===== src/rtl/qoi_pixel_decoder_if.sv =====
// Byte-stream input and RGBA pixel output handshakes of the QOI pixel decoder.
// The decoder takes the slave side; the source/sink environment takes the master side.
interface qoi_pixel_decoder_if;
    logic [7:0]  in_data;
    logic        in_valid;
    logic        in_ready;
    logic [31:0] pix_data;
    logic        pix_valid;
    logic        pix_ready;

    modport master (
        output in_data, in_valid, pix_ready,
        input  in_ready, pix_data, pix_valid
    );

    modport slave (
        input  in_data, in_valid, pix_ready,
        output in_ready, pix_data, pix_valid
    );
endinterface


===== src/rtl/qoi_pixel_decoder.sv =====
// Streaming QOI chunk decoder: turns the header-stripped chunk byte stream of one
// image into raster-order RGBA pixels, then consumes and checks the 8-byte end marker.
module qoi_pixel_decoder #(
    parameter int CNT_W = 32
) (
    input  logic                 clk,
    input  logic                 rst,
    input  logic                 start,
    input  logic [CNT_W-1:0]     frame_pixels,
    qoi_pixel_decoder_if.slave   bus,
    output logic                 busy,
    output logic                 done,
    output logic                 err
);

    typedef enum logic [2:0] {
        S_IDLE, S_OP, S_ARG, S_EMIT, S_TRAIL, S_DONE
    } state_t;

    state_t           r_state, w_next;
    logic [31:0]      r_prev, r_pix;
    logic [31:0]      r_index [0:63];
    logic [CNT_W-1:0] r_cnt, r_frame;
    logic [6:0]       r_run;
    logic [7:0]       r_op, r_arg0, r_arg1, r_arg2;
    logic [1:0]       r_argIdx;
    logic [2:0]       r_trailIdx;
    logic             r_err;

    logic             w_inXfer, w_pixXfer, w_init, w_argLast, w_complete;
    logic             w_isRgb, w_isRgba;
    logic [31:0]      w_newPix, w_diffPix, w_lumaPix, w_rgbPix, w_rgbaPix;
    logic [6:0]       w_newRun;
    logic [7:0]       w_dg, w_dr, w_db;
    logic [5:0]       w_hash;
    logic [CNT_W-1:0] w_cntInc;

    assign bus.in_ready  = (r_state == S_OP) || (r_state == S_ARG) || (r_state == S_TRAIL);
    assign bus.pix_valid = (r_state == S_EMIT);
    assign bus.pix_data  = r_pix;
    assign busy          = (r_state != S_IDLE);
    assign done          = (r_state == S_DONE);
    assign err           = r_err;

    assign w_inXfer  = bus.in_valid && bus.in_ready;
    assign w_pixXfer = bus.pix_valid && bus.pix_ready;
    assign w_init    = (r_state == S_IDLE) && start;
    assign w_cntInc  = r_cnt + CNT_W'(1);
    assign w_isRgb   = (bus.in_data == 8'hFE);
    assign w_isRgba  = (bus.in_data == 8'hFF);
    assign w_argLast = (r_op == 8'hFE) ? (r_argIdx == 2'd2) :
                       (r_op == 8'hFF) ? (r_argIdx == 2'd3) : (r_argIdx == 2'd0);

    // Candidate pixels for every op form; all channel math wraps mod 256.
    assign w_diffPix = {r_prev[31:24] + {6'b0, bus.in_data[5:4]} - 8'd2,
                        r_prev[23:16] + {6'b0, bus.in_data[3:2]} - 8'd2,
                        r_prev[15:8]  + {6'b0, bus.in_data[1:0]} - 8'd2,
                        r_prev[7:0]};
    assign w_dg      = {2'b00, r_op[5:0]} - 8'd32;
    assign w_dr      = w_dg + {4'b0, bus.in_data[7:4]} - 8'd8;
    assign w_db      = w_dg + {4'b0, bus.in_data[3:0]} - 8'd8;
    assign w_lumaPix = {r_prev[31:24] + w_dr, r_prev[23:16] + w_dg,
                        r_prev[15:8] + w_db, r_prev[7:0]};
    assign w_rgbPix  = {r_arg0, r_arg1, bus.in_data, r_prev[7:0]};
    assign w_rgbaPix = {r_arg0, r_arg1, r_arg2, bus.in_data};

    // Reducing each channel mod 64 before multiplying gives the same mod-64 hash.
    assign w_hash = 6'(w_newPix[31:24]) * 6'd3 + 6'(w_newPix[23:16]) * 6'd5 +
                    6'(w_newPix[15:8]) * 6'd7 + 6'(w_newPix[7:0]) * 6'd11;

    always_ff @(posedge clk) begin
        if (rst) r_state <= S_IDLE;
        else     r_state <= w_next;
    end

    always_comb begin
        w_next     = r_state;
        w_complete = 1'b0;
        w_newPix   = r_prev;
        w_newRun   = 7'd1;
        case (r_state)
            S_IDLE: if (start) w_next = S_OP;
            S_OP: if (w_inXfer) begin
                if (w_isRgb || w_isRgba || bus.in_data[7:6] == 2'b10) begin
                    w_next = S_ARG;
                end else begin
                    w_complete = 1'b1;
                    w_next     = S_EMIT;
                    case (bus.in_data[7:6])
                        2'b00:   w_newPix = r_index[bus.in_data[5:0]];
                        2'b01:   w_newPix = w_diffPix;
                        default: w_newRun = {1'b0, bus.in_data[5:0]} + 7'd1;
                    endcase
                end
            end
            S_ARG: if (w_inXfer && w_argLast) begin
                w_complete = 1'b1;
                w_next     = S_EMIT;
                if (r_op == 8'hFE)      w_newPix = w_rgbPix;
                else if (r_op == 8'hFF) w_newPix = w_rgbaPix;
                else                    w_newPix = w_lumaPix;
            end
            S_EMIT: if (w_pixXfer) begin
                if (w_cntInc == r_frame) w_next = S_TRAIL;
                else if (r_run == 7'd1)  w_next = S_OP;
            end
            S_TRAIL: if (w_inXfer && r_trailIdx == 3'd7) w_next = S_DONE;
            S_DONE:  w_next = S_IDLE;
            default: w_next = S_IDLE;
        endcase
    end

    always_ff @(posedge clk) begin
        if (rst || w_init) begin
            r_prev     <= 32'h0000_00FF;
            r_pix      <= '0;
            r_cnt      <= '0;
            r_frame    <= rst ? '0 : frame_pixels;
            r_run      <= '0;
            r_op       <= '0;
            r_arg0     <= '0;
            r_arg1     <= '0;
            r_arg2     <= '0;
            r_argIdx   <= '0;
            r_trailIdx <= '0;
            r_err      <= 1'b0;
            for (int k = 0; k < 64; k++) r_index[k] <= '0;
        end else begin
            if (w_inXfer && r_state == S_OP) begin
                r_op     <= bus.in_data;
                r_argIdx <= '0;
            end
            if (w_inXfer && r_state == S_ARG) begin
                case (r_argIdx)
                    2'd0:    r_arg0 <= bus.in_data;
                    2'd1:    r_arg1 <= bus.in_data;
                    default: r_arg2 <= bus.in_data;
                endcase
                r_argIdx <= r_argIdx + 2'd1;
            end
            if (w_complete) begin
                r_pix           <= w_newPix;
                r_prev          <= w_newPix;
                r_index[w_hash] <= w_newPix;
                r_run           <= w_newRun;
            end
            // Hitting the frame size with run left over truncates the run.
            if (r_state == S_EMIT && w_pixXfer) begin
                r_cnt <= w_cntInc;
                r_run <= r_run - 7'd1;
                if (w_cntInc == r_frame && r_run != 7'd1) r_err <= 1'b1;
            end
            if (r_state == S_TRAIL && w_inXfer) begin
                if (bus.in_data != ((r_trailIdx == 3'd7) ? 8'h01 : 8'h00)) r_err <= 1'b1;
                r_trailIdx <= r_trailIdx + 3'd1;
            end
        end
    end

endmodule


===== src/flat_wrapper.sv =====
// flat-port wrapper written by rule: the top's interface ports become plain ports
module qoi_pixel_decoder_flat 
#(
    parameter int CNT_W = 32
)
  (clk, rst, start, frame_pixels, busy, done, err, bus_in_data, bus_in_valid, bus_pix_ready, bus_in_ready, bus_pix_data, bus_pix_valid);
  qoi_pixel_decoder_if bus_i ();
  input  logic clk;
  input  logic rst;
  input  logic start;
  input  logic [CNT_W-1:0] frame_pixels;
  output logic busy;
  output logic done;
  output logic err;
  input wire logic [$bits(bus_i.in_data)-1:0] bus_in_data;
  input wire logic [$bits(bus_i.in_valid)-1:0] bus_in_valid;
  input wire logic [$bits(bus_i.pix_ready)-1:0] bus_pix_ready;
  output wire logic [$bits(bus_i.in_ready)-1:0] bus_in_ready;
  output wire logic [$bits(bus_i.pix_data)-1:0] bus_pix_data;
  output wire logic [$bits(bus_i.pix_valid)-1:0] bus_pix_valid;
  assign bus_i.in_data = bus_in_data;
  assign bus_i.in_valid = bus_in_valid;
  assign bus_i.pix_ready = bus_pix_ready;
  assign bus_in_ready = bus_i.in_ready;
  assign bus_pix_data = bus_i.pix_data;
  assign bus_pix_valid = bus_i.pix_valid;
  qoi_pixel_decoder #(.CNT_W(CNT_W)) u_core (.clk(clk), .rst(rst), .start(start), .frame_pixels(frame_pixels), .bus(bus_i), .busy(busy), .done(done), .err(err));
endmodule

===== config.mk =====
export PLATFORM = sky130hd
export DESIGN_NAME = qoi_pixel_decoder_flat
export DESIGN_NICKNAME = d
export VERILOG_FILES = /design/src/rtl/qoi_pixel_decoder_if.sv /design/src/rtl/qoi_pixel_decoder.sv /design/src/flat_wrapper.sv
export SDC_FILE = /design/constraint.sdc
export NUM_CORES = 2
export LEC_CHECK = 0
export CAP_MARGIN = 20
export CORE_ASPECT_RATIO = 1.4
export CORE_MARGIN = 8
export CORE_UTILIZATION = 58
export DETAILED_ROUTE_END_ITERATION = 12
export MAX_ROUTING_LAYER = met4
export PLACE_DENSITY_LB_ADDON = 0.12
export SKIP_LAST_GASP = 1
export SLEW_MARGIN = 40
export SYNTH_ARGS = -nofsm -noshare
export SYNTH_HDL_FRONTEND = slang
export SYNTH_SLANG_ARGS = --single-unit

===== constraint.sdc =====
create_clock -name clk -period 16.4 [get_ports clk]
set_clock_uncertainty 0.1 [all_clocks]
set_input_delay 2.46 -clock clk [delete_from_list [all_inputs] [get_ports clk]]
set_output_delay 2.46 -clock clk [all_outputs]
set_load 0.02 [all_outputs]

==> impl_metrics.csv <==
group,metric,value,unit
timing,slew-limit-headroom,29.6,%
critical_path,rr_worst_depth,24,
logic_synthesis,yosys.cell_types.count,89,
global_route,grt_max_degree,224,
critical_path,cp_max_fo,51,
critical_path,startpoint_type,"input port",
logic_synthesis,async_flop_share,0,%
logic_synthesis,syn_area_per_cell,14.0,um2
floorplanning,core_area,0.179,mm2
finish,nNetsFinal,7174,
global_route,grt_usage,36.1,%
logic_synthesis,yosys.area.top_type_share,60.0,%
clock_network,cts_tree,"done",
logic_synthesis,postSynthCellCount,7428,
critical_path,crit_slowest_cell,"and2_1",
global_route,grt_pass1_wl,489000,um
logic_synthesis,synthTopCellsByArea,"edfxtp_1, mux4_2, nor3_1",
clock_network,clk_latency,0.89,ns
critical_path,worstSetupPathType,"in2reg",
logic_synthesis,syn_nets,7600,
logic_synthesis,synth.most_common_cell,"edfxtp_1",
floorplanning,die_x,374,um
logic_synthesis,ys_seq_elements,2200,
clock_network,clk_pin_slew,0.06,ns
clock_network,cts.path.max_buffers,3,
worst_hold_path,min_path_type,"reg2reg",
status,status,"finished clean",
timing,slew_violations,0,
logic_synthesis,ys_warn_count,0,
detailed_routing,viasPerCell,7.18,
detailed_routing,remaining_drc_errors,0,
detailed_routing,drt_iter0_drc,9508,
run,maxCapViolations,0,
timing,setup_viol,0,
logic_synthesis,synth_top_area_cell,"edfxtp_1",
place,numPortBuffers,81,
clock_network,cts_resized,0,
floorplanning,die-area,0.193,mm2
floorplanning,start_util,58.2,%
logic_synthesis,seq_area_frac_synth,62.3,%
global_route,grt_pass1_vias,66800,
logic_synthesis,synth_area,0.104,mm2
place,routabilityCongestion,0.962,
clock_network,post_cts_buffers,0,
logic_synthesis,yosys-top-cells-count,"edfxtp_1, nor3_1, mux4_2",
detailed_routing,detail-route-antenna-nets,0,
worst_hold_path,hold_depth,2,
detailed_routing,vias,68300,
global_route,grt_antenna_before_repair,20,
finish,final_cells,9504,
place,hpwl,207000,um
floorplanning,ios,82,
timing,clock.fmax,77.6,MHz
critical_path,crit_top_cell,"fa_1",
timing,fin_crit_sh,78.6,%
logic_synthesis,synth_edf_count,2080,
timing,hold_viol,0,
critical_path,crit_required,16.85,ns
logic_synthesis,synth_top_flop_cell,"edfxtp_1",
finish,area_growth_syn_to_layout,8.58,%
clock_network,cts.root.buffer_cell,"clkbuf_16",
detailed_routing,first_pass_iters,6,
clock_network,cts_hold_buffers,0,
floorplanning,die_h,517,um
timing,fin_crit,12.88,ns
clock_network,ctsHtreeMaxLevel,4,
timing,rsz0062_at_grt,"false",
clock_network,cts_sinks,2200,
detailed_routing,drt-wirelength-per-cell,36.1,um
critical_path,critPathArrivalTime,13.33,ns
finish,final_area,0.113,mm2
timing,finalSetupTns,0,ns
place,place_inst,9120,
critical_path,cpPeakStageDelay,0.70,ns
detailed_routing,wl,343000,um
critical_path,cp-end-kind,"flip-flop",
clock_network,cts_buffers,202,
timing,worst-slew-pin-transition,1.05,ns
floorplanning,rows,184,
place,placed_area,0.107,mm2
finish,drive_above_1_share,19.2,%
global_route,grt_overflow,0,
## stage by stage
step | hold slack (ns) | utilization (%) | setup WS (ns)
finish | 0.355 | 63.2 | 3.52
global route | 0.374 | 63.2 | 3.31
CTS | 0.355 | 63.1 | 3.71
detailed placement | 0.347 | 59.6 | 2.84
global placement | 0.343 | 59.5 | 2.88
floorplan | 0.336 | - | 2.43
## area by class of cell
| class | count | area (um2) |
|---|---|---|
| Tap cell | 2325 | 2910 |
| Antenna cell | 21 | 52.6 |
| Fill cell | 13200 | 65900 |
| Clock buffer | 268 | 5420 |
| Sequential cell | 2200 | 64900 |
| Clock inverter | 92 | 767 |
| Multi-Input combinational cell | 4144 | 35500 |
| Timing Repair Buffer | 331 | 3060 |
| Inverter | 123 | 470 |
## sequential cells by signal, summed over array words and instances, names as in the netlist, 7 cells and up
signal,cells
u_core.r_prev,8
u_core.r_arg1,8
u_core.r_arg2,8
u_core.r_index,2048
u_core.r_op,8
u_core.r_arg0,8
u_core.bus.pix_data,32
u_core.r_cnt,32
u_core.r_run,7
u_core.r_frame,32
## cell usage in the layout, fill, tap and decap left out, types with 34 or more instances in the layout
cell	instances
a21oi_1	117
buf_4	205
clkbuf_1	58
clkbuf_16	205
clkdlybuf4s50_1	75
clkinv_1	34
clkinv_2	35
dfxtp_1	120
edfxtp_1	2080
fa_1	37
ha_1	90
inv_1	116
mux2i_1	109
mux4_2	568
nand2_1	221
nand3_1	77
nor2_1	152
nor2b_1	46
nor3_1	1972
nor3_2	101
o21ai_0	54
o21ai_4	64
xnor2_1	84
xor2_1	50
## layer usage
| layer | share of wire [%] | up-vias | GRT usage (%) |
|---|---|---|---|
| li1 | - | 27900 | - |
| met5 | 0 | - | - |
| met1 | 34 | 34800 | 42.4 |
| met3 | 10 | 1120 | 7.88 |
| met4 | 8.5 | 0 | 24.6 |
| met2 | 47 | 4521 | 56.0 |
## cells by family after synthesis
group,share of synthesized area (%)
adders and majority gates,1.79
xor gates and xnor gates,1.19
AOI/OAI and AO/OA,2.85
buffers and inverters,4.96
muxes,13.5
and+or+nand+nor,13.4
DFF,62.3
## final timing paths
| path | slack, ns | start | endpoint |
|---|---|---|---|
| setup reg to reg | 5.77 | u_core.r_index[23][10] | u_core.r_index[29][0] |
| hold reg to reg | 0.35 | u_core.r_arg1[5] | u_core.r_arg1[5] |
| hold / removal | 0.35 | u_core.r_arg1[5] | u_core.r_arg1[5] |
| setup / recovery | 3.52 | bus_in_data[0] | u_core.r_index[29][0] |
## worst max-delay path, delay by kind of cell
kind | cells | cell delay [ns]
AOI/OAI and AO/OA | 5 | 1.89
xor gates and xnor gates | 1 | 0.40
adders and majority gates | 7 | 2.97
buffers and inverters | 8 | 2.56
muxes | 3 | 1.57
and+or+nand+nor | 2 | 1.21
Power is not shown: default switching activity piles up to over one toggle a cycle in this logic, so the estimate is an artifact.
